[config.mk]
export PLATFORM = sky130hd
export DESIGN_NAME = sar_signed_search
export DESIGN_NICKNAME = d
export VERILOG_FILES = /design/src/rtl/sar_signed_search.sv
export SDC_FILE = /design/constraint.sdc
export NUM_CORES = 1
export LEC_CHECK = 0
export BUFFER_PORTS_ARGS = -buffer_cell sky130_fd_sc_hd__buf_2
export CAP_MARGIN = 20
export CELL_PAD_IN_SITES_DETAIL_PLACEMENT = 0
export CELL_PAD_IN_SITES_GLOBAL_PLACEMENT = 2
export CORE_ASPECT_RATIO = 0.7
export CORE_UTILIZATION = 30
export DETAILED_ROUTE_END_ITERATION = 12
export GPL_TIMING_DRIVEN = 0
export PLACE_DENSITY = 0.78
export SYNTH_ARGS = -nofsm -noshare
export SYNTH_HDL_FRONTEND = slang
export SYNTH_SLANG_ARGS = --single-unit
export TNS_END_PERCENT = 20
[constraint.sdc]
create_clock -name clk -period 4.85 [get_ports clk]
set_clock_uncertainty 0.05 [all_clocks]
set_input_delay 0.2425 -clock clk [delete_from_list [all_inputs] [get_ports clk]]
set_output_delay 0.2425 -clock clk [all_outputs]
set_load 0.05 [all_outputs]
[src/rtl/sar_signed_search.sv]
// Successive-approximation search for a signed target via an external (target < candidate) responder.
// One candidate per bit, MSB first; each bit costs one ISSUE and one WAIT cycle when the responder never stalls.
module sar_signed_search #(
  parameter int N = 32
) (
  input  logic                clk,
  input  logic                rst_n,
  input  logic                start,
  output logic                busy,
  output logic                query_valid,
  input  logic                query_ready,
  output logic signed [N-1:0] query_value,
  input  logic                resp_valid,
  input  logic                resp_lt,
  output logic                done,
  output logic signed [N-1:0] result
);

  localparam int KW = (N > 2) ? $clog2(N) : 1;
  localparam logic [N-1:0]  ONE   = {{(N-1){1'b0}}, 1'b1};
  localparam logic [N-1:0]  MSB   = {1'b1, {(N-1){1'b0}}};
  localparam logic [KW-1:0] K_TOP = KW'(N - 1);
  localparam logic [KW-1:0] K_ONE = KW'(1);

  typedef enum logic [1:0] {IDLE, ISSUE, WAIT, DONE} state_t;

  state_t      state, state_nxt;
  logic [N-1:0]  u, u_nxt;
  logic [KW-1:0] k, k_nxt;
  logic [N-1:0]  qv_nxt, result_nxt;

  function automatic logic [N-1:0] bit_at(input logic [KW-1:0] idx);
    return ONE << idx;
  endfunction

  // u is kept in offset binary; flipping the MSB maps it back to two's complement.
  function automatic logic [N-1:0] cand(input logic [N-1:0] uu, input logic [KW-1:0] idx);
    logic [N-1:0] onehot;
    logic [N-1:0] keep;
    onehot = bit_at(idx);
    keep   = ~((onehot - ONE) | onehot);
    return ((uu & keep) | onehot) ^ MSB;
  endfunction

  always_ff @(posedge clk or negedge rst_n) begin
    if (!rst_n) begin
      state       <= IDLE;
      u           <= '0;
      k           <= K_TOP;
      query_value <= '0;
      result      <= '0;
    end else begin
      state       <= state_nxt;
      u           <= u_nxt;
      k           <= k_nxt;
      query_value <= qv_nxt;
      result      <= result_nxt;
    end
  end

  always_comb begin
    state_nxt   = state;
    u_nxt       = u;
    k_nxt       = k;
    qv_nxt      = query_value;
    result_nxt  = result;
    busy        = (state != IDLE);
    query_valid = (state == ISSUE);
    done        = (state == DONE);
    case (state)
      IDLE: begin
        if (start) begin
          u_nxt     = '0;
          k_nxt     = K_TOP;
          qv_nxt    = cand('0, K_TOP);
          state_nxt = ISSUE;
        end
      end
      ISSUE: begin
        if (query_ready) state_nxt = WAIT;
      end
      WAIT: begin
        if (resp_valid) begin
          u_nxt = resp_lt ? (u & ~bit_at(k)) : (u | bit_at(k));
          if (k == '0) begin
            result_nxt = u_nxt ^ MSB;
            state_nxt  = DONE;
          end else begin
            k_nxt     = k - K_ONE;
            qv_nxt    = cand(u_nxt, k_nxt);
            state_nxt = ISSUE;
          end
        end
      end
      DONE: state_nxt = IDLE;
      default: state_nxt = IDLE;
    endcase
  end

endmodule

==> impl_metrics.toml <==
[power_and_ir_drop]
p_int_mw = 1.47
p_sw_uw = 984
comb_power_share_pct = 35.0
p_seq_share_pct = 37.6
power_density_nw_per_um2 = 386
leakage_nw = 2.90
clkPwrFrac_pct = 27.5
p_sw_share_pct = 40.1
vdd_ir_drop_max_v = 0.000189

[synthesis]
synth_edf_count = 0
ys_warn_count = 0
netlist-cell-type-count = 81
synthCells = 534
async_flop_share_pct = 100
synth_area_um2 = 5410
synth-seq-cells = 102
syn_area_per_cell_um2 = 10.1
synth_fp_nets = 545
synth_flop_cell = "dfrtp_1"
ys_seq_area_share_pct = 47.3

[routing]
firstDrtPassIters = 5
vias = 4691
first_iter_violations = 452
antenna_left = 0
drc = 0
wirelength_um = 18200
post_drt_wl_per_cell_um = 21.3
viasPerCell = 5.50

[clock_tree]
ctsRootBufferMaster = "clkbuf_16"
cts_setup_buffers = 0
clk_latency_ns = 0.35
cts_tree = "yes"
cts_buffers = 9
ctsLongestPathBuffers = 2
ctsResizeCount = 0
path_clk_slew_ns = 0.07
h-tree-depth = 3
numClockSinks = 102

[sta]
hold_viol_final = 0
slew_violations = 0
whs_ns = 0.0501
grt_setup_unrepaired = "false"
worst_slew_pin_slew_ns = 1.05
period_minus_slack_ns = 3.28
setup_viol = 0
fmax_mhz = 305
period_share_pct = 67.5
fin_tns_setup_ns = 0
slew_headroom_pct = 29.4

[die]
die_y_um = 114
ioPinCount = 73
row_count = 40
dieArea_um2 = 18600
core_area_um2 = 17400
start_util_pct = 31.1
die_w_um = 162

[global_routing]
grt-ovfl-total = 0
grt_usage_pct = 20.1
grt_first_pass_wirelength_um = 27600
antenna_found_initial = 0
grt_max_degree = 71
grt_pass1_vias = 4482

[layout]
post_route_cells_drive_above_1_share_pct = 24.6
final_cell_area_um2 = 6360
nFillCells = 1766
final_nets = 630
antenna_cells_inserted = 0
area_delta_synth_final_pct = 17.7

[worst_setup_path]
cp.arrival_ns = 3.43
critPathLaunchType = "register"
cp_max_fo = 10
critPathRequiredTime_ns = 5.00
crit_path_end_kind = "register"
crit_type = "reg -> reg"

[flow_run]
cap_violations = 0

[placed_design]
dp_hpwl_um = 13700
place_congestion = 0.872
postPlaceCellArea_um2 = 6090
io_buffers = 72

[worst_hold_path]
hold_class = "in -> reg"

[outcome]
status = "complete, no violations"
[critical path, cell delays in order, from the launching register on]
cell      delay (ns)
dfstp_2         0.57
clkbuf_1        0.36
inv_1           0.15
ha_1            0.24
buf_6           0.14
or3_1           0.36
clkbuf_1        0.21
nor2_4          0.26
nor2_4          0.09
o41ai_4         0.50
o221ai_1        0.20
[sequential cells by signal, summed over array words and instances, names as in the netlist]
| name | flops |
|---|---|
| result | 32 |
| u | 31 |
| state | 2 |
| query_value | 32 |
| k | 5 |
[worst paths after layout]
| kind | from | to | slack (ns) | cells past startpoint |
|---|---|---|---|---|
| worst max-delay path | k[0]$_DFFE_PN1P_ | query_value[24]$_DFFE_PN0P_ | 1.57 | 10 |
| worst min-delay path | query_ready | state[0]$_DFFE_PN0P_ | 0.05 | 2 |
| worst max register to register | k[0]$_DFFE_PN1P_ | query_value[24]$_DFFE_PN0P_ | 1.57 | 10 |
| worst min register to register | query_value[1]$_DFFE_PN0P_ | query_value[1]$_DFFE_PN0P_ | 0.43 | 2 |
| max in group asynchronous | rst_n | k[1]$_DFFE_PN1P_ | 3.69 | 3 |
| min in group asynchronous | rst_n | result[13]$_DFFE_PN0P_ | 0.34 | 2 |
[kinds of logic after synthesis]
family,share of synthesized area (%)
buffers and inverters,5.65
XOR/XNOR,0.995
AO/OA/AOI/OAI,21.6
adder cells (fa/ha/maj),1.16
flip-flops,47.3
AND/OR/NAND/NOR,16.0
multiplexers,7.31
[metal layers]
layer / share of wire (%) / up-vias / track usage, % / routed length [µm]
li1: - / 2120 / - / -
met1: 52 / 2365 / 32.2 / 9370
met2: 40 / 188 / 26.4 / 7180
met3: 8.1 / 18 / 4.93 / 1460
met4: 0.83 / 0 / 3.96 / 150
met5: 0 / - / 0 / 0
[metrics by stage]
stage | std cells | power [mW] | setup WS, ns | utilization (%)
2_1_floorplan | 534 | 1.50 | 2.09 | -
3_3_place_gp | 837 | 1.77 | 1.66 | 34.9
3_5_place_dp | 838 | 1.77 | 1.63 | 35.0
4_1_cts | 853 | 2.46 | 1.59 | 36.6
5_1_grt | 853 | 2.56 | 1.39 | 36.6
6_report | 853 | 2.45 | 1.57 | 36.6
[cells in the final DEF (no fill, tap or decap), types with 5 or more instances in the layout]
| master | instances |
|---|---|
| a21oi_1 | 15 |
| a22o_1 | 20 |
| a22oi_1 | 6 |
| buf_2 | 78 |
| buf_4 | 5 |
| buf_6 | 8 |
| clkbuf_1 | 20 |
| clkbuf_16 | 9 |
| dfrtp_1 | 97 |
| dfstp_2 | 5 |
| ha_1 | 5 |
| inv_1 | 8 |
| mux2_2 | 19 |
| mux2i_1 | 17 |
| nand2_1 | 71 |
| nand2b_1 | 11 |
| nand3_1 | 8 |
| nor2_1 | 30 |
| nor3_1 | 12 |
| nor4_1 | 6 |
| o21ai_0 | 54 |
| o21ai_1 | 11 |
| o31ai_1 | 12 |
[power groups by stage]
stage	clock network, mW	logic [mW]	registers, mW
floorplan	0	0.542	0.960
global placement	0	0.835	0.937
detailed placement	0	0.837	0.938
CTS	0.692	0.840	0.922
global route	0.723	0.913	0.928
finish	0.674	0.859	0.922
[cell usage after synthesis, types with 3 or more instances]
cell,n,area [µm²]
nand3_1,8,40.0
buf_6,8,90.1
nor2_1,30,113
o21ai_0,54,270
a221o_1,3,30.0
inv_1,8,30.0
clkbuf_1,19,71.3
a22oi_1,6,45.0
o221ai_1,4,35.0
nor4_1,6,37.5
a21oi_1,15,75.1
buf_2,7,35.0
nand2_1,71,267
o41ai_1,3,26.3
nand2b_1,11,68.8
ha_1,5,62.6
o31ai_1,12,90.1
xnor2_1,3,26.3
nor3_1,12,60.1
dfstp_2,5,131
buf_4,4,30.0
a22o_1,20,175
or3_1,3,18.8
mux2i_1,17,170
a32oi_1,3,26.3
o21a_1,3,22.5
dfrtp_1,97,2430
mux2_2,19,214
nand4_1,3,18.8
a31oi_1,4,25.0
o21ai_1,11,55.1
[repair_timing]
item | CTS | global route
hold buffers | 1 | 0
setup endpoints to repair | 0 | 0
endpoints found under the hold margin | 32 | 0
[layout make-up]
cell class | count | area [µm²] | area share (%)
sequential | 102 | 2560 | 40.2
multi-input combinational | 382 | 2540 | 40.0
timing repair buffer | 74 | 400 | 6.29
tap | 231 | 289 | 4.54
buffer | 42 | 275 | 4.33
clock buffer | 11 | 243 | 3.82
inverter | 8 | 30.0 | 0.472
clock inverter | 3 | 22.5 | 0.354
No activity file was read; power rests on OpenSTA's default activity.
